===== src/rtl/btn_load_ctrl_pkg.sv =====
// Shared definitions for the button/switch load front-end: FSM state codes,
// strobe kind encoding and the default debounce length.
package btn_load_ctrl_pkg;

    localparam int DEFAULT_DEBOUNCE_CYCLES = 50000;
    localparam int DEFAULT_CNT_W           = 16;

    typedef enum logic [2:0] {
        IDLE     = 3'd0,
        PRESS_DB = 3'd1,
        FIRE     = 3'd2,
        REL_WAIT = 3'd3,
        REL_DB   = 3'd4
    } state_t;

    typedef enum logic {
        KIND_LOAD = 1'b0,
        KIND_CLR  = 1'b1
    } kind_t;

endpackage


===== src/rtl/btn_load_ctrl_sync_2ff.sv =====
// Two-flop synchroniser for a bus of independent asynchronous board inputs.
module sync_2ff #(
    parameter int WIDTH = 1
) (
    input  logic             clk,
    input  logic             reset,
    input  logic [WIDTH-1:0] d,
    output logic [WIDTH-1:0] q
);

    logic [WIDTH-1:0] meta;

    // First stage may go metastable; only the second stage is used downstream.
    always_ff @(posedge clk) begin
        if (reset) begin
            meta <= '0;
            q    <= '0;
        end else begin
            meta <= d;
            q    <= meta;
        end
    end

endmodule


===== src/rtl/btn_load_ctrl.sv =====
// Turns raw buttons and switches into debounced one-cycle load/clear strobes
// plus held data for the downstream 4-bit enable/reset register.
module btn_load_ctrl
    import btn_load_ctrl_pkg::*;
#(
    parameter int DEBOUNCE_CYCLES = DEFAULT_DEBOUNCE_CYCLES,
    parameter int CNT_W           = DEFAULT_CNT_W
) (
    input  logic       clk,
    input  logic       reset,
    input  logic       btn_load,
    input  logic       btn_clr,
    input  logic [3:0] sw,
    output logic [3:0] data_out,
    output logic       load_en,
    output logic       clr_en,
    output logic       busy
);

    localparam logic [CNT_W-1:0] CNT_LAST = CNT_W'(DEBOUNCE_CYCLES - 1);

    logic [1:0]       btn_s;
    logic [3:0]       sw_s;
    logic             load_s;
    logic             clr_s;
    logic             sel_s;

    state_t           state;
    state_t           state_nxt;
    kind_t            kind;
    kind_t            kind_nxt;
    logic [CNT_W-1:0] cnt;
    logic [CNT_W-1:0] cnt_nxt;
    logic [3:0]       data_nxt;
    logic             load_nxt;
    logic             clr_nxt;

    sync_2ff #(.WIDTH(2)) u_btn_sync (
        .clk   (clk),
        .reset (reset),
        .d     ({btn_clr, btn_load}),
        .q     (btn_s)
    );

    sync_2ff #(.WIDTH(4)) u_sw_sync (
        .clk   (clk),
        .reset (reset),
        .d     (sw),
        .q     (sw_s)
    );

    assign load_s = btn_s[0];
    assign clr_s  = btn_s[1];
    assign sel_s  = (kind == KIND_CLR) ? clr_s : load_s;

    // Strobes are registered so the downstream enable/reset pins see glitch-free pulses.
    always_ff @(posedge clk) begin
        if (reset) begin
            state    <= IDLE;
            kind     <= KIND_LOAD;
            cnt      <= '0;
            data_out <= '0;
            load_en  <= 1'b0;
            clr_en   <= 1'b0;
        end else begin
            state    <= state_nxt;
            kind     <= kind_nxt;
            cnt      <= cnt_nxt;
            data_out <= data_nxt;
            load_en  <= load_nxt;
            clr_en   <= clr_nxt;
        end
    end

    // Press must stay high DEBOUNCE_CYCLES more cycles; release must stay low as long.
    always_comb begin
        state_nxt = state;
        kind_nxt  = kind;
        cnt_nxt   = cnt;
        data_nxt  = data_out;
        unique case (state)
            IDLE: begin
                if (clr_s || load_s) begin
                    state_nxt = PRESS_DB;
                    cnt_nxt   = '0;
                    kind_nxt  = clr_s ? KIND_CLR : KIND_LOAD;
                end
            end
            PRESS_DB: begin
                if (!sel_s) begin
                    state_nxt = IDLE;
                end else if (cnt == CNT_LAST) begin
                    state_nxt = FIRE;
                    if (kind == KIND_LOAD) begin
                        data_nxt = sw_s;
                    end
                end else begin
                    cnt_nxt = cnt + CNT_W'(1);
                end
            end
            FIRE: begin
                state_nxt = REL_WAIT;
            end
            REL_WAIT: begin
                if (!clr_s && !load_s) begin
                    state_nxt = REL_DB;
                    cnt_nxt   = '0;
                end
            end
            REL_DB: begin
                if (clr_s || load_s) begin
                    state_nxt = REL_WAIT;
                end else if (cnt == CNT_LAST) begin
                    state_nxt = IDLE;
                end else begin
                    cnt_nxt = cnt + CNT_W'(1);
                end
            end
            default: begin
                state_nxt = IDLE;
            end
        endcase
    end

    always_comb begin
        busy     = (state != IDLE);
        load_nxt = (state == FIRE) && (kind == KIND_LOAD);
        clr_nxt  = (state == FIRE) && (kind == KIND_CLR);
    end

endmodule

===== config.mk =====
export PLATFORM = sky130hd
export DESIGN_NAME = btn_load_ctrl
export DESIGN_NICKNAME = d
export VERILOG_FILES = /design/src/rtl/btn_load_ctrl_pkg.sv /design/src/rtl/btn_load_ctrl_sync_2ff.sv /design/src/rtl/btn_load_ctrl.sv
export SDC_FILE = /design/constraint.sdc
export NUM_CORES = 1
export LEC_CHECK = 0
export ABC_AREA = 1
export CORE_ASPECT_RATIO = 1.25
export CORE_MARGIN = 1
export CORE_UTILIZATION = 40
export CTS_BUF_LIST = sky130_fd_sc_hd__clkbuf_16
export CTS_CLUSTER_SIZE = 16
export DETAILED_ROUTE_END_ITERATION = 16
export SLEW_MARGIN = 20
export SYNTH_ARGS = -nofsm -noshare
export SYNTH_HDL_FRONTEND = slang
export SYNTH_HIERARCHICAL = 1
export SYNTH_SLANG_ARGS = --single-unit

===== constraint.sdc =====
create_clock -name clk -period 4.1 [get_ports clk]
set_clock_uncertainty 0.05 [all_clocks]
set_input_delay 0.41 -clock clk [delete_from_list [all_inputs] [get_ports clk]]
set_output_delay 0.41 -clock clk [all_outputs]
set_load 0.01 [all_outputs]

; Word-level counts from Yosys, hierarchy flattened
; Index checks and enable logic that the tools add are counted.
[word_totals]
reg_bits = 38
input_bits = 8
out_inout_bits = 7
elab_cells = 51
[op_classes]
n_addsub = 1
eq_ne = 11
n_mux = 15
bitwise_logic = 1
n_reduce_logical = 13
[ops]
columns = op, count
row1 = two-way mux 16 bit, 5
row2 = case mux 16 bit (4 select lines), 1
row3 = two-way mux 3 bit, 6
row4 = adder 16 x 1 -> 16 bit (second input constant), 1
row5 = equality test 16 bit (second input constant), 1
row6 = case mux 3 bit (5 select lines), 1
row7 = != test 2 bit (second input constant), 4
row8 = AND reduction 4 bit, 2
row9 = equality test 3 x 2 -> 1 bit (second input constant), 2
row10 = != test 3 bit (second input constant), 2
row11 = AND reduction 5 bit, 1
row12 = nonzero test 4 bit, 1
row13 = equality test 3 x 1 -> 1 bit (second input constant), 1
row14 = equality test 3 bit (second input constant), 1
row15 = logical AND 1 bit, 3
row16 = logical NOT 3 bit, 1
row17 = nonzero test 3 bit, 1
row18 = logical NOT 1 bit, 2
row19 = two-way mux 1 bit, 2
row20 = AND reduction 2 bit, 1
row21 = logical OR 1 bit, 1
row22 = inverter 1 bit, 1

; Logic depth before layout (Yosys ltp)
; Gate-level depths: netlist of run 1.
[logic_depth]
word_depth = 4
mapped_depth = 11
depth_no_buf = 11

; Modules after synthesis
; The synthesis of run 1 kept the hierarchy.
[by_module_without_submodules]
columns = mod, n_inst, cells_each, area_per_inst_um2, seq_area_each_um2
row1 = btn_load_ctrl, 1, 266, 1680.4, 520.5
row2 = sync_2ff at u_sw_sync, 1, 25, 231.5, 160.2
row3 = sync_2ff at u_btn_sync, 1, 12, 110.1, 80.1

; Worst setup path before layout of run 1
; OpenSTA, ideal clock, no wires.
[synth_path]
path_type = flip-flop to flip-flop
start = register cnt[0]
end = register cnt[8]
setup_ns = 0.068
arrival_ns = 1.387
path_slack_ns = 2.595
stages_incl_launch_ff = 9
n_path_buf = 1
period_less_slack_ns = 1.505
cell_sequence = dfxtp_1 ha_1 nand3_2 nor2_1 nand4_4 nand2_4 buf_6 nand2_1 a21oi_2
[synth_via]
elab_chain_cells = 4
word_cells_on_any_way = 6
[synth_rtl]
columns = element, line
row1 = from (decl), btn_load_ctrl.sv:32  ; logic [CNT_W-1:0] cnt;
row2 = from (signal assigned), btn_load_ctrl.sv:68  ; cnt <= cnt_nxt;
row3 = adder 16 x 1 -> 16 bit or equality test 16 bit (tied branches), n/a
row4 = two-way mux 16 bit (*), "btn_load_ctrl.sv:92, btn_load_ctrl.sv:113"
row5 = "two-way mux 16 bit, on equally long branches", "btn_load_ctrl.sv:111, btn_load_ctrl.sv:90"
row6 = case mux 16 bit (4 select lines) (*), btn_load_ctrl.sv:81  ; unique case (state)
; Every way passes the cells marked *; elsewhere a longest branch is shown, timed or not. The select of a mux whose other input is x is not followed.
; A chain may end at the register's enable or synchronous reset.

==> results of run 1 <==
-- registers in the layout, summed over array words and instances, names as in the netlist, 2 cells and up --
signal           count
u_btn_sync/q         2
u_sw_sync/q          4
u_sw_sync/meta       4
cnt                 16
u_btn_sync/meta      2
state                3
data_out             4
-- synth_stat cells (all sizes together) --
cell type  number  area, um^2
nor3            5        25.0
ha              1        12.5
nand4           5        46.3
a21oi          13        76.3
nand2          86         358
buf             2        22.5
o21bai          1        7.51
nand3          28         158
xor2            1        8.76
clkbuf          2        7.51
inv            45         169
dfxtp          38         761
o21ai           7        38.8
nor2           64         288
nor3b           4        35.0
xnor2           1        8.76
-- cell type report --
class | instances | share of cell area
Clock buffer | 5 | 0.0521
Inverter | 45 | 0.0703
Timing Repair Buffer | 15 | 0.0614
Multi-Input combinational cell | 216 | 0.442
Tap cell | 60 | 0.0312
Sequential cell | 38 | 0.317
Clock inverter | 3 | 0.0265
-- final timing paths --
check	end	slack, ns	cells past startpoint	from
worst max-delay path	cnt[10]	2.08	6	reset
worst min-delay path	u_btn_sync/q[1]	0.35	2	u_btn_sync/meta[1]
worst max register to register	cnt[10]	2.37	10	cnt[0]
worst min register to register	u_btn_sync/q[1]	0.35	2	u_btn_sync/meta[1]
-- cells in the final DEF, fill, tap and decap left out --
| cell type | count |
|---|---|
| nand2_1 | 78 |
| inv_2 | 3 |
| nand3_2 | 1 |
| clkdlybuf4s50_1 | 14 |
| a21oi_2 | 3 |
| buf_4 | 1 |
| o21ai_2 | 1 |
| a21oi_1 | 10 |
| nand2_2 | 5 |
| clkbuf_16 | 5 |
| xnor2_1 | 1 |
| nor2_1 | 55 |
| clkinv_1 | 1 |
| nor3b_2 | 1 |
| nor2_2 | 4 |
| nand3_4 | 1 |
| o21bai_1 | 1 |
| nor2_4 | 5 |
| nand2_4 | 3 |
| nand4_1 | 4 |
| nand3_1 | 26 |
| nand4_4 | 1 |
| xor2_1 | 1 |
| bufinv_16 | 2 |
| dfxtp_1 | 38 |
| nor3b_1 | 3 |
| nor3_1 | 5 |
| inv_1 | 42 |
| o21ai_0 | 6 |
| ha_1 | 1 |
-- report_power, final --
part | internal, W | switching [W]
logic | 0.000140 | 0.000301
registers | 0.000398 | 0.0000330
clock network | 0.000346 | 0.000140
-- through the flow --
| stage | worst slack [ns] | std cells |
|---|---|---|
| final | 2.08 | 382 |
| after global routing | 1.97 | 382 |
| after CTS | 2.06 | 382 |
| after floorplan | 2.60 | 303 |
| after global placement | 1.80 | 374 |
| after detailed placement | 1.79 | 374 |
-- cells by family after synthesis --
kind of cell / count (synthesis)
xor+xnor: 2
fa+ha+maj: 1
flops: 38
compound gates: 21
buf+inv: 49
simple gates: 192
-- worst register-to-register path, stage by stage, from the launching register on --
cell and delay, ns:
dfxtp_1 0.37, ha_1 0.22, nand2_1 0.11, nor2_1 0.27
nand2_1 0.17, nor2_1 0.18, nand2_1 0.07, nand2_1 0.06
nand2_1 0.05, nand2_1 0.05, inv_1 0.03
-- metal layers --
layer  track usage  vias up
met2         0.327       35
met4        0.0630        0
met3        0.0347        2
met5             0        -
li1              -      972
met1         0.219      775
==> metrics.md, run 1 <==
| Metric | Value |
|---|---|
| Post-cts resize count | 0 |
| Post-synthesis compound-gate area fraction | 0.0606 |
| Synth Cell Area | slightly above 2000 um^2 |
| Vias | approximately 1800 |
| Status | finished, final reports clean |
| Met3 WL | approximately 150 um |
| Sequential element share of the synthesized area | 0.376 |
| Final Max Slew Viols | 0 |
| Critical path, cell by cell | clkdlybuf4s50_1 > inv_1 > nand2_1 > nand2_1 > nand2_1 > inv_1 |
| Root Driver | clkbuf_16 |
| Worst path top cell family by delay | buffers and inverters |
| Die X | approximately 66 um |
| Post-Synth XOR/XNOR Area | 0.00866 |
| Core area | between 4000 and 5000 um^2 |
| Req. time, crit path | about 4.2 ns |
| Final Setup Violations | 0 |
| Mux cell area share after synthesis | 0 |
| Worst Path Arrival | 2.15 ns |
| Worst slew pin tran | roughly 0.84 ns |
| DRT Pass-1 Iters | 4 |
| Synth Register Bits | 38 |
| Sink Count | 38 |
| M1 WL | between 1500 and 2000 um |
| H-tree depth | 2 |
| GRT Util Overall | 0.184 |
| WL met2 | about 2100 um |
| Port Buffers | 14 |
| P_leak | between 1 and 1.5 nW |
| Setup crit end kind | register |
| Maximum clock frequency | just under 500 MHz |
| Slowest stage cell, crit path | clkdlybuf4s50_1 |
| Ant. Diodes | 0 |
| Adder-Cell Fraction of Synth Area | 0.00619 |
| CP max FO | 21 |
| Num rows | 28 |
| Worst-skew pair later-pin latency | 0.28 ns |
| DR WL/cell | roughly 11 um |
| Final #Nets | 330 |
| Max-slew headroom | 0.437 |
| First-pass GRT wire length | roughly 7500 um |
| CTS max path bufs | 2 |
| P&R area growth vs syn | 18.9% |
| Most used cell, CP | nand2_1 |
| Uppermost routed layer | met4 |
| Die area | roughly 5300 um^2 |
| Pin count of the biggest net entering global routing | 22 |
| Synth warn | 6 |
| Residual DRC count | 0 |
| TritonCTS clock tree | built |
| Final worst-path cycle share | 0.492 |
| Crit path largest cell delay | slightly above 1 ns |
| 1st-iter DRT viols | 120 |
| Worst Hold Class | register to register |
| Post-synth net total | about 310 |
| Vias per std cell | ~4.7 |
| IO Count | 15 |
| Cts hold-fix bufs | 0 |
| Netlist cell types | 27 |
| CP Buf/Inv Count | 3 |
| VDD IR max | between 300 and 400 uV |
| Simple-Gate Fraction of Synth Area | 0.450 |
| Initial antenna violation count | 0 |
| Fill cells | approximately 480 |
| Gr ovfl total | 0 |
| Hold Vio Cnt, Final | 0 |
| CP startpoint kind | input port |
| GPL Wtd Cong | ~0.83 |
| Final hold slack | 0.352 ns |
| Setup TNS | 0 ns |
| Reg area | about 760 um^2 |
| Initial Utilization | 0.421 |
| Vias in the first global route | approximately 1700 |
| # Max-Cap Violations | 0 |
| Syn Inst Count | just over 300 |
| Layout cells sized above 1 | 0.112 |
| Die Height | ~81 um |
| Area post-placement | 2210 um^2 |
| Syn_area_per_cell | between 6 and 7 um^2 |
| Core Util, Final | 0.501 |
| Fin crit period | 2.02 ns |
| Power per cell area | 565 nW/um^2 |
| Detail Route Antenna Nets | 0 |
| Clk slew on worst S/H paths | 0.06 ns |
| Worst setup path category | input port to register |
| Post-CTS setup repair buffer count | 0 |
| Hpwl dp | 3200 um |
| Area of the multi-input gates | 1060 um^2 |
| RSZ-0062 raised after global routing | no |
| Final instance area | about 2400 um^2 |
| Final WL | around 4200 um |
| Power Total | between 0.001 and 0.0015 W |
| Largest family of logic cells by synthesized area | simple AND/OR/NAND/NOR gates |
| Total CTS buffers | 5 |
No activity file was read; power rests on OpenSTA's default activity.
==> run 2, diff against run 1 <==
==> constraint.sdc (replaced) <==
create_clock -name clk -period 1.9 [get_ports clk]
set_clock_uncertainty 0.05 [all_clocks]
set_input_delay 0.19 -clock clk [delete_from_list [all_inputs] [get_ports clk]]
set_output_delay 0.19 -clock clk [all_outputs]
set_load 0.01 [all_outputs]
==> metrics.md, run 2 (synthesis results as in run 1) <==
| Metric | Value |
|---|---|
| Status | finished, final reports clean |
| Setup crit end kind | output port |
| Ant. Diodes | 0 (unchanged) |
| Initial antenna violation count | 0 (unchanged) |
| Clk slew on worst S/H paths | 0.06 ns (about the same) |
| Core area | 4800 um^2 (unchanged) |
| VDD IR max | 784 uV (+120%) |
| Root Driver | clkbuf_16 |
| Die area | 5340 um^2 (unchanged) |
| Worst slew pin tran | 0.331 ns (-0.511 ns) |
| Final WL | 4370 um (+3.5%) |
| Core Util, Final | 0.506 (+0.00548) |
| Worst Hold Class | register to register |
| Commonest non-fill, non-tap cell in the layout | nand2_1 |
| Final worst-path cycle share | 0.923 |
| Initial Utilization | 0.421 (unchanged) |
| Port Buffers | 14 (unchanged) |
| TritonCTS clock tree | built |
| Gr ovfl total | 0 (unchanged) |
| Vias per std cell | 4.86 (+4.0%) |
| Req. time, crit path | 1.66 ns (-2.57 ns) |
| GPL Wtd Cong | 0.852 (+2.2%) |
| Pin count of the biggest net entering global routing | 19 (-14%) |
| Final #Nets | 336 (+1.8%) |
| Worst setup path category | register to output port |
| P_leak | 1.05 nW (+1.4%) |
| Die Height | 81.5 um (unchanged) |
| Vias | 1884 (+5.6%) |
| CP max FO | 7 (-67%) |
| Setup TNS | 0 ns (unchanged) |
| IO Count | 15 (unchanged) |
| Sink Count | 38 (unchanged) |
| Fill cells | 482 (+1.0%) |
| Die X | 65.6 um (unchanged) |
| P&R area growth vs syn | 20.2% |
| CTS max path bufs | 2 (unchanged) |
| Worst-skew pair later-pin latency | 0.28 ns (about the same) |
| GRT Util Overall | 0.192 (+0.00849) |
| Hold Vio Cnt, Final | 0 (unchanged) |
| 1st-iter DRT viols | 106 (-12%) |
| Total CTS buffers | 5 (unchanged) |
| H-tree depth | 2 (unchanged) |
| Layout cells sized above 1 | 0.134 (+0.0223) |
| First-pass GRT wire length | 7740 um (+2.7%) |
| Final Setup Violations | 0 (unchanged) |
| Residual DRC count | 0 (unchanged) |
| # Max-Cap Violations | 0 (unchanged) |
| Largest Register | cnt |
| Vias in the first global route | 1820 (+5.3%) |
| Maximum clock frequency | approximately 570 MHz |
| Worst Path Arrival | 1.51 ns (-0.64 ns) |
| Detail Route Antenna Nets | 0 (unchanged) |
| Commonest non-fill, non-tap cells in the layout | 78 x nand2_1, 55 x nor2_1, 41 x inv_1 |
| Max-slew headroom | 0.778 (+0.341) |
| Num rows | 28 (unchanged) |
| Power per cell area | 1190 nW/um^2 (+110%) |
| CP startpoint kind | register |
| RSZ-0062 raised after global routing | no |
| Final Max Slew Viols | 0 (unchanged) |
| DRT Pass-1 Iters | 4 (unchanged) |
| Number of flip-flops in the largest register | 16 (unchanged) |
| Hpwl dp | 3150 um (-1.7%) |
| Fin crit period | approximately 1.8 ns |
| DR WL/cell | 11.3 um (+1.9%) |
-- run 2: per-layer routing --
metal  vias to the layer above  wire, um  global-route usage
li1                        986         -                   -
met1                       844      1910               0.207
met2                        46      2180               0.348
met3                         8       198              0.0542
met4                         0        83              0.0826
met5                         -         0                   0
-- run 2: final timing paths --
| kind | startpoint | endpoint | slack (ns) | cells after the start |
|---|---|---|---|---|
| setup / recovery | state[1] | busy | 0.15 | 3 |
| hold / removal | u_btn_sync/meta[0] | u_btn_sync/q[0] | 0.35 | 2 |
| setup reg to reg | cnt[0] | cnt[4] | 0.20 | 7 |
| hold reg to reg | u_btn_sync/meta[0] | u_btn_sync/q[0] | 0.35 | 2 |
-- run 2: report_power, final --
part / total, W / switching (W) / leakage, nW / internal (W)
combinational: 0.00101 / 0.000682 / 0.660 / 0.000329
sequential: 0.000930 / 0.0000725 / 0.310 / 0.000858
clock: 0.000960 / 0.000341 / 0.0760 / 0.000619
total: 0.00290 / 0.00110 / 1.05 / 0.00181
-- run 2: through the flow --
| step | cell area, um^2 | power (W) | instances | hold WS, ns | worst slack (ns) |
|---|---|---|---|---|---|
| 6_report | 2430 | 0.00290 | 388 | 0.350 | 0.147 |
| 5_1_grt | 2430 | 0.00310 | 388 | 0.372 | 0.0307 |
| 4_1_cts | 2430 | 0.00293 | 388 | 0.354 | 0.119 |
| 3_5_place_dp | 2260 | 0.00195 | 380 | 0.345 | 0.193 |
| 3_3_place_gp | 2260 | 0.00196 | 380 | 0.338 | 0.198 |
| 2_1_floorplan | 2020 | 0.00170 | 303 | 0.211 | 0.395 |
-- run 2: layout make-up --
cell class	instances	area [um^2]	share of cell area
multi-input cells	216	1060	0.437
well taps	60	75.1	0.0309
flip-flops and latches	38	761	0.313
clock buffers	5	125	0.0515
repair buffers	21	193	0.0793
clock inverters	3	45.0	0.0185
inverters	45	169	0.0695
-- run 2: worst max-delay path, stage by stage, from the launching register on --
cell and delay, ns:
dfxtp_1 0.48, nor2_4 0.08, nand2_2 0.11, clkdlybuf4s50_1 0.56
-- run 2: repair_timing --
action                                  CTS  global route
resized for setup                         0             1
hold buffers                              0             0
buffers inserted                          0             0
endpoints found under the setup margin    0             1
==> run 3, diff against run 2 <==
--- a/config.mk
+++ b/config.mk
@@ -12,6 +12,7 @@
 export CTS_BUF_LIST = sky130_fd_sc_hd__clkbuf_16
 export CTS_CLUSTER_SIZE = 16
 export DETAILED_ROUTE_END_ITERATION = 16
+export PLACE_DENSITY = 0.61
 export SLEW_MARGIN = 20
 export SYNTH_ARGS = -nofsm -noshare
 export SYNTH_HDL_FRONTEND = slang
==> metrics.md, run 3 (synthesis results as in run 1) <==
| Metric | Value |
|---|---|
| Initial Utilization | 0.421 (unchanged) |
| Detail Route Antenna Nets | 0 (unchanged) |
| Residual DRC count | 0 (unchanged) |
| Vias per std cell | 4.68 (-3.6%) |
| # Max-Cap Violations | 0 (unchanged) |
| Placed cells | 378 (-0.53%) |
| IO Count | 15 (unchanged) |
| Power per cell area | 1190 nW/um^2 (-0.56%) |
| Total CTS buffers | 5 (unchanged) |
| CTS max path bufs | 2 (unchanged) |
| Gate power share | 0.343 (-0.006) |
| Gr ovfl total | 0 (unchanged) |
| Port Buffers | 14 (unchanged) |
| Fin crit period | 1.75 ns (-0.00285 ns) |
| Final Max Slew Viols | 0 (unchanged) |
| Core area | 4800 um^2 (unchanged) |
| GPL Wtd Cong | 0.888 (+4.3%) |
| Part of the power in registers | 0.324 (+0.003) |
| TritonCTS clock tree | built |
| Ant. Diodes | 0 (unchanged) |
| Initial antenna violation count | 0 (unchanged) |
| Psw | 0.00106 W (-2.9%) |
| Req. time, crit path | 1.66 ns (about the same) |
| Vias in the first global route | 1609 (-12%) |
| Final worst-path cycle share | 0.921 (-0.00150) |
| P_leak | 1.04 nW (-0.85%) |
| Root Driver | clkbuf_16 |
| DRT Pass-1 Iters | 4 (unchanged) |
| Die area | 5340 um^2 (unchanged) |
| Worst Hold Class | register to register |
| Fill cells | 469 (-2.7%) |
| Reg2reg setup slack | 0.20 ns (about the same) |
| Number of flip-flops in the largest register | 16 (unchanged) |
| Worst Path Arrival | 1.51 ns (about the same) |
| Worst slew pin tran | 0.354 ns (+0.0229 ns) |
| Worst r2r path cells | 7 (unchanged) |
| Post-cts resize count | 0 (unchanged) |
| Setup TNS | 0 ns (unchanged) |
| Largest Register | cnt |
| Reg area | 761 um^2 (unchanged) |
| Sink Count | 38 (unchanged) |
| Clk pwr share | 0.333 (+0.002) |
| Final worst setup slack | 0.150 ns (+0.00285 ns) |
| Final #Nets | 334 (-0.60%) |
| 1st-iter DRT viols | 78 (-26%) |
| P&R area growth vs syn | 19.4% |
| Final Setup Violations | 0 (unchanged) |
| Die X | 65.6 um (unchanged) |
| Pin count of the biggest net entering global routing | 15 (-4) |
| CP startpoint kind | register |
| Status | finished, final reports clean |
| Max-slew headroom | 0.762 (-0.0154) |
| Final WL | 4340 um (-0.64%) |
| GRT Util Overall | 0.188 (-0.00422) |
| Worst setup path category | register to output port |
| Num rows | 28 (unchanged) |
| Die Height | 81.5 um (unchanged) |
| Worst-skew pair later-pin latency | 0.28 ns (about the same) |
| Final cell count without fillers | 386 (-0.52%) |
| CP max FO | 7 (unchanged) |
| Hpwl dp | 3210 um (+2.1%) |
| Post-CTS setup repair buffer count | 0 (unchanged) |
| Commonest non-fill, non-tap cell in the layout | nand2_1 |
| WHS Path Cells | 2 (unchanged) |
| Maximum clock frequency | 571 MHz (+0.16%) |
| Hold Vio Cnt, Final | 0 (unchanged) |
| Setup crit end kind | output port |
| Commonest non-fill, non-tap cells in the layout | 78 x nand2_1, 55 x nor2_1, 42 x inv_1 |
| First-pass GRT wire length | 7440 um (-3.9%) |
| Dpl ws | 0.180 ns (-0.0137 ns) |
| RSZ-0062 raised after global routing | no |
| Area of the multi-input gates | 1060 um^2 (unchanged) |
| Clk slew on worst S/H paths | 0.06 ns (about the same) |
| DR WL/cell | 11.2 um (-0.13%) |
| Power Internal | 0.00180 W (-0.14%) |
| H-tree depth | 2 (unchanged) |
| Vias | 1806 (-4.1%) |
| Cts hold-fix bufs | 0 (unchanged) |
| Switching Fraction | 0.371 (-0.00651) |
| VDD IR max | 584 uV (-26%) |
| Layout cells sized above 1 | 0.126 (-0.00838) |
run 3: cell types whose count changed in the layout (fill, tap and decap cells not counted), sizes merged:
cell	before	now
buf	7	5
run 3: cell type report:
cell class,count,share of cell area
Timing Repair Buffer,19,0.0736
Clock buffer,5,0.0518
Inverter,45,0.0699
Sequential cell,38,0.315
Tap cell,60,0.0311
Multi-Input combinational cell,216,0.440
Clock inverter,3,0.0187
run 3: worst max-delay path: stages, from the launching register on:
cell and delay (ns):
dfxtp_1 0.48, nor2_4 0.08, nand2_2 0.10, clkdlybuf4s50_1 0.55
run 3: power groups by stage:
| stage | Combinational [W] | Clock, W | Sequential, W |
|---|---|---|---|
| 2_1_floorplan | 0.000765 | 0 | 0.000937 |
| 3_3_place_gp | 0.000995 | 0 | 0.000943 |
| 3_5_place_dp | 0.000991 | 0 | 0.000945 |
| 4_1_cts | 0.000994 | 0.000976 | 0.000928 |
| 5_1_grt | 0.00111 | 0.00101 | 0.000937 |
| 6_report | 0.000983 | 0.000956 | 0.000928 |
run 3: final timing paths:
check | from | end
max | state[1] | busy
min | u_sw_sync/meta[0] | u_sw_sync/q[0]
max reg2reg | cnt[0] | cnt[4]
min reg2reg | u_sw_sync/meta[0] | u_sw_sync/q[0]
run 3: routing by layer:
metal	share of wire	vias to the layer above	global-route usage
met5	0	-	0
met4	0.012	0	0.0826
met3	0.028	5	0.0417
met2	0.53	23	0.336
met1	0.43	797	0.212
li1	-	981	-
run 3: stage by stage:
step / area [um^2] / hold WS (ns) / power (W) / util
floorplan: 2020 / 0.211 / 0.00170 / -
global placement: 2240 / 0.338 / 0.00194 / 0.468
detailed placement: 2240 / 0.345 / 0.00194 / 0.468
CTS: 2410 / 0.353 / 0.00290 / 0.503
global route: 2410 / 0.370 / 0.00305 / 0.503
finish: 2410 / 0.351 / 0.00287 / 0.503
